## config.mk

```make
export PLATFORM = sky130hd
export DESIGN_NAME = pwm_timer_mc
export DESIGN_NICKNAME = d
export VERILOG_FILES = /design/src/rtl/pwm_timer_mc.sv
export SDC_FILE = /design/constraint.sdc
export NUM_CORES = 1
export LEC_CHECK = 0
export CAP_MARGIN = 20
export CORE_MARGIN = 2
export CORE_UTILIZATION = 45
export CTS_CLUSTER_SIZE = 30
export DETAILED_ROUTE_END_ITERATION = 8
export PLACE_DENSITY = 0.7
export SKIP_CTS_REPAIR_TIMING = 1
export SLEW_MARGIN = 20
export SYNTH_ARGS = -nofsm -noshare
export SYNTH_HDL_FRONTEND = slang
export SYNTH_HIERARCHICAL = 1
export SYNTH_SLANG_ARGS = --single-unit
```

## constraint.sdc

```tcl
create_clock -name iCLK -period 2.9 [get_ports iCLK]
set_input_delay 0.29 -clock iCLK [delete_from_list [all_inputs] [get_ports iCLK]]
set_output_delay 0.29 -clock iCLK [all_outputs]
set_load 0.005 [all_outputs]
```

## src/rtl/pwm_timer_mc.sv

```systemverilog
// pwm_timer_mc: multi-channel PWM timer. A shared period counter feeds N_CH shadowed duty comparators.
// Build option PWM_CENTER_ALIGN_EN enables up/down (center-aligned) counting selected by CTRL bit2.

module pwm_timer_mc_ch #(
    parameter int CNT_W = 16
) (
    input  logic             iCLK,
    input  logic             iRSTn,
    input  logic             we,
    input  logic [CNT_W-1:0] wdata,
    input  logic             load,
    input  logic             run,
    input  logic [CNT_W-1:0] cnt,
    input  logic             inv_run,
    input  logic             inv_idle,
    output logic             pwm
);
    logic [CNT_W-1:0] duty_r, duty_a;

    always_ff @(posedge iCLK or negedge iRSTn) begin
        if (!iRSTn) begin
            duty_r <= '0;
            duty_a <= '0;
            pwm    <= 1'b0;
        end else begin
            if (we)
                duty_r <= wdata;
            // a write landing on the load edge goes straight into the active copy
            if (load)
                duty_a <= we ? wdata : duty_r;
            if (run)
                pwm <= (cnt < duty_a) ^ inv_run;
            else
                pwm <= inv_idle;
        end
    end
endmodule

module pwm_timer_mc #(
    parameter int CNT_W         = 16,
    parameter int N_CH          = 4,
    parameter int ADDR_W        = 4,
    parameter int END_PULSE_LEN = 10
) (
    input  logic              iCLK,
    input  logic              iRSTn,
    input  logic              iWe,
    input  logic [ADDR_W-1:0] iAddr,
    input  logic [CNT_W-1:0]  iWdata,
    input  logic              iStart,
    input  logic              iStop,
    output logic [N_CH-1:0]   oPWM,
    output logic              oBusy,
    output logic              oTimer_End
);
`ifdef PWM_CENTER_ALIGN_EN
    localparam int CTRL_W = 3;
`else
    localparam int CTRL_W = 2;
`endif
    localparam int EW = (END_PULSE_LEN > 1) ? $clog2(END_PULSE_LEN) : 1;

    typedef enum logic [1:0] {S_IDLE, S_RUN, S_END} state_t;

    state_t            state;
    logic [CNT_W-1:0]  period_r, cycles_r, period_a, cycles_a;
    logic [CTRL_W-1:0] ctrl_r, ctrl_a;
    logic [CNT_W-1:0]  cnt, cyc, cnt_nx;
    logic [EW-1:0]     end_cnt;
    logic              we_per, we_cyc, we_ctl;
    logic [N_CH-1:0]   we_duty;
    logic              start_acc, run, wrap, load, last;

    assign we_per    = iWe && (iAddr == ADDR_W'(0));
    assign we_cyc    = iWe && (iAddr == ADDR_W'(1));
    assign we_ctl    = iWe && (iAddr == ADDR_W'(2));
    assign start_acc = (state == S_IDLE) && iStart && !iStop;
    assign run       = (state == S_RUN) && !iStop;
    assign load      = start_acc || (run && wrap);
    assign last      = wrap && !ctrl_a[0] && (cyc == cycles_a);

    always_ff @(posedge iCLK or negedge iRSTn) begin
        if (!iRSTn) begin
            period_r <= '0;
            cycles_r <= '0;
            ctrl_r   <= '0;
            period_a <= '0;
            cycles_a <= '0;
            ctrl_a   <= '0;
        end else begin
            if (we_per) period_r <= iWdata;
            if (we_cyc) cycles_r <= iWdata;
            if (we_ctl) ctrl_r   <= iWdata[CTRL_W-1:0];
            if (load) begin
                period_a <= we_per ? iWdata : period_r;
                cycles_a <= we_cyc ? iWdata : cycles_r;
                ctrl_a   <= we_ctl ? iWdata[CTRL_W-1:0] : ctrl_r;
            end
        end
    end

`ifdef PWM_CENTER_ALIGN_EN
    logic             dir, dir_nx;
    logic [CNT_W-1:0] pe;

    always_comb begin
        cnt_nx = cnt + 1'b1;
        dir_nx = dir;
        wrap   = (cnt == period_a);
        pe     = (period_a == '0) ? CNT_W'(1) : period_a;
        if (ctrl_a[2]) begin
            wrap = 1'b0;
            if (dir) begin
                if (cnt == CNT_W'(1)) wrap = 1'b1;
                else                  cnt_nx = cnt - 1'b1;
            end else if (cnt == pe) begin
                // a one-count period has no down leg: turn around at the top
                if (pe == CNT_W'(1)) wrap = 1'b1;
                else begin
                    dir_nx = 1'b1;
                    cnt_nx = cnt - 1'b1;
                end
            end
        end
        if (wrap) begin
            cnt_nx = '0;
            dir_nx = 1'b0;
        end
    end

    always_ff @(posedge iCLK or negedge iRSTn) begin
        if (!iRSTn)   dir <= 1'b0;
        else if (run) dir <= dir_nx;
        else          dir <= 1'b0;
    end
`else
    always_comb begin
        wrap   = (cnt == period_a);
        cnt_nx = wrap ? '0 : cnt + 1'b1;
    end
`endif

    always_ff @(posedge iCLK or negedge iRSTn) begin
        if (!iRSTn) begin
            state      <= S_IDLE;
            cnt        <= '0;
            cyc        <= '0;
            end_cnt    <= '0;
            oBusy      <= 1'b0;
            oTimer_End <= 1'b0;
        end else begin
            case (state)
                S_IDLE: if (start_acc) begin
                    state <= S_RUN;
                    cnt   <= '0;
                    cyc   <= '0;
                    oBusy <= 1'b1;
                end
                S_RUN: begin
                    if (iStop) begin
                        state <= S_IDLE;
                        cnt   <= '0;
                        cyc   <= '0;
                        oBusy <= 1'b0;
                    end else if (last) begin
                        state      <= S_END;
                        cnt        <= '0;
                        cyc        <= '0;
                        end_cnt    <= '0;
                        oBusy      <= 1'b0;
                        oTimer_End <= 1'b1;
                    end else begin
                        cnt <= cnt_nx;
                        if (wrap) cyc <= cyc + 1'b1;
                    end
                end
                S_END: begin
                    if (end_cnt == EW'(END_PULSE_LEN - 1)) begin
                        state      <= S_IDLE;
                        oTimer_End <= 1'b0;
                    end else begin
                        end_cnt <= end_cnt + 1'b1;
                    end
                end
                default: state <= S_IDLE;
            endcase
        end
    end

    for (genvar k = 0; k < N_CH; k++) begin : g_ch
        assign we_duty[k] = iWe && (iAddr == ADDR_W'(3 + k));

        pwm_timer_mc_ch #(.CNT_W(CNT_W)) u_ch (
            .iCLK     (iCLK),
            .iRSTn    (iRSTn),
            .we       (we_duty[k]),
            .wdata    (iWdata),
            .load     (load),
            .run      (run),
            .cnt      (cnt),
            .inv_run  (ctrl_a[1]),
            .inv_idle (ctrl_r[1]),
            .pwm      (oPWM[k])
        );
    end
endmodule

```

==> flow_summary.ini <==
[pwr]
power.density_nw_per_um2 = 748
clock_power_share_pct = 33.6
combPwrFrac_pct = 20.4
ir_worst_vdd_uv = 499
p_int_uw = 7120
power_frac_seq_pct = 46.0
p_sw_share_pct = 27.5
leakagePower_uw = 0.00588
p_switching_uw = 2700

[floorplanning]
ios = 31
initial_core_util_pct = 45.6
die_h_um = 163
die_area_um2 = 26700
die_w_um = 163
fp.coreArea_um2 = 25100
std_cell_rows = 58

[worst_setup_path]
reg2reg_slack_ps = 370
worstReg2RegEnd = period_a[12]$_DFFE_PN0P_
crit_chain = xnor2_1, nand4_1, nor4_2, mux2i_1, nor3_4, buf_12, mux2_2
crit_type = reg -> reg
reg2reg_depth = 7
cp_slowest_cell = dfrtp_1
r2r_start = cnt[8]$_DFFE_PN0P_
cp_max_fo = 64
worst_setup_path_start_kind = flip-flop
cp-end-kind = flip-flop
cp.arrival_ps = 2920
cp.required_ps = 3300
cp_slowest_stage_delay_ps = 570

[timing]
rsz0062_at_grt = no
setup_viol = 0
setup_tns_ps = 0
final.min_clock_period_ps = 2530
fin_crit_sh_pct = 87.1
finalClockSkew_ps = 26.3
finalMaxSlewViolations = 0
final-hold-violation-count = 0
maxSlewHeadroom_pct = 52.7
max_freq_ghz = 0.396
worstMarginPinSlew_ps = 709

[global_routing]
grt_pass1_vias = 7882
grt_max_degree = 92
grtUsageTotal_pct = 19.7
grt-ovfl-total = 0
antenna_found_initial = 0
grt_pass1_wl_mm = 41.5

[layout]
mostFrequentLayoutCell = dfrtp_1
layout_common_cells = dfrtp_1, mux2_2, nand2_1
utilization_pct = 52.2
instances_no_fill = 1404
fin_area_um2 = 13100
syn2layout_area_growth_pct = 14.6
drive_gt1_share_pct = 20.9
diodes = 0
fin_nets = 1146

[logic_synthesis]
async_reset_ff_share_pct = 100
synth_seq_cells = 240
synth_area_per_cell_um2 = 11.3
yosysSeqAreaShare_pct = 52.5
syn_area_um2 = 11400
synth_warnings = 6
yosys.area.top_type = dfrtp_1
ys_top_cells_by_area = dfrtp_1, mux2_2, ha_1, o21ai_0, nand2_1
synth_edf_count = 0
synthCells = 1010
synth_flop_cell = dfrtp_1
synth_cell_types = 55
yosys.area.top_type_share_pct = 52.5
synth_nets = 1099

[detailed_routing]
vias_per_cell = 5.44
antenna_left = 0
finalWirelength_mm = 25.1
wl_per_cell_um = 17.9
drt_pass1_iterations = 4
via_count = 7639
drc = 0
drt-initial-drc-count = 504

[placed_design]
place_congestion = 0.851
dp.cells = 1357
dp_hpwl_mm = 17.6
place_area_um2 = 12200
port_buffers = 30

[clock_tree]
cts_tree = done
numClockSinks = 240
clkSlewWorstSetupHoldPaths_ps = 60
htree_levels = 1
root_buffer = clkbuf_16
cts_buffer_depth = 3
clock_latency_ps = 540
numCtsBuffers = 27

[run]
max_cap_viol_count = 0

[run_status]
status = finished clean

[worst_hold_path]
hold_class = in -> async
==> worst max-delay path: cells and delay by family, from the launching register on <==
kind          cells  cell delay (ps)
simple gates      3              750
flops             1              570
xor+xnor          1              160
mux               2              550
buf+inv           1              310
==> per-stage QoR <==
stage | power, uW | hold WS (ps) | setup WS [ps]
6_report | 9810 | 375 | 373
2_1_floorplan | 5880 | -5.59 | 662
4_1_cts | 9940 | -194 | 411
5_1_grt | 10400 | 442 | 225
3_3_place_gp | 6490 | 355 | 422
3_5_place_dp | 6600 | 368 | 397
==> cell families (layout without fill, tap and decap cells) <==
| logic type | after synthesis | in the layout | share of synthesized area [%] |
|---|---|---|---|
| XOR/XNOR | 40 | 40 | 3.06 |
| flip-flops | 240 | 240 | 52.5 |
| AND/OR/NAND/NOR | 234 | 234 | 10.4 |
| buffers and inverters | 110 | 174 | 4.02 |
| AO/OA/AOI/OAI | 183 | 183 | 9.44 |
| adder cells (fa/ha/maj) | 64 | 64 | 7.00 |
| multiplexers | 139 | 139 | 13.6 |
==> power by group through the flow <==
stage	logic [uW]	registers [uW]	clock network [uW]
floorplan	1450	4430	0
global placement	1940	4560	0
detailed placement	2020	4580	0
CTS	2030	4530	3370
global route	2270	4610	3510
finish	2000	4510	3300
==> sequential cells by signal (all words and copies together) (netlist names) <==
register / count
ctrl_r: 2
cnt: 16
oBusy: 1
cyc: 16
ctrl_a: 2
oTimer_End: 1
g_ch.u_ch/pwm: 4
g_ch.u_ch/duty_r: 64
state: 2
cycles_a: 16
end_cnt: 4
cycles_r: 16
period_r: 16
period_a: 16
g_ch.u_ch/duty_a: 64
==> per-layer routing <==
layer  GRT usage [%]  share of wire [%]  vias to the layer above
met3            2.69                3.4                       49
met1            26.7                 45                     3832
li1                -                  -                     3626
met4            5.90                3.1                        0
met2            32.9                 48                      132
met5               0                  0                        -
==> cells in the mapped netlist, types with 2 or more instances <==
master,count
o2111ai_1,4
nor2b_1,4
nand3_1,11
clkbuf_1,19
nor3b_1,6
nand4_2,4
nand4_1,10
and4_1,3
o32ai_1,3
o221ai_1,2
nor2_1,22
a211o_2,3
a21oi_1,29
o311ai_0,3
o21ai_0,104
buf_1,4
o211ai_1,3
xor2_1,23
nor3_2,5
buf_6,4
o21bai_1,5
nand2_1,112
or3_1,3
nor3_1,20
nor4_1,3
and3_1,8
o21a_1,4
dfrtp_1,240
a2111oi_0,2
nand2b_1,10
buf_2,11
nand3b_1,2
a22o_1,5
nor4bb_1,3
ha_1,64
mux2_2,136
xnor2_1,17
a41oi_1,2
inv_1,71
or3b_2,4
a31oi_1,4
mux2i_1,3
a2111o_1,3
==> cell type report <==
| type | instances | area, um2 |
|---|---|---|
| clock inverters | 6 | 86.3 |
| repair buffers | 57 | 573 |
| flip-flops and latches | 240 | 6010 |
| multi-input cells | 660 | 5000 |
| inverters | 71 | 267 |
| clock buffers | 40 | 774 |
| fillers | 2204 | 12000 |
| well taps | 330 | 413 |
==> worst max path at each step <==
stage,end,start,cells after the start,slack [ps]
floorplan,g_ch[0].u_ch/duty_a[15]$_DFFE_PN0P_,cnt[6]$_DFFE_PN0P_,9,660
global placement,cyc[4]$_DFFE_PN0P_,iStop,7,420
detailed placement,cyc[2]$_DFFE_PN0P_,iStop,7,400
CTS,g_ch[2].u_ch/duty_a[0]$_DFFE_PN0P_,cnt[8]$_DFFE_PN0P_,7,410
global route,period_a[12]$_DFFE_PN0P_,cnt[12]$_DFFE_PN0P_,7,220
finish,period_a[12]$_DFFE_PN0P_,cnt[8]$_DFFE_PN0P_,7,370
No activity file was read; power rests on OpenSTA's default activity.
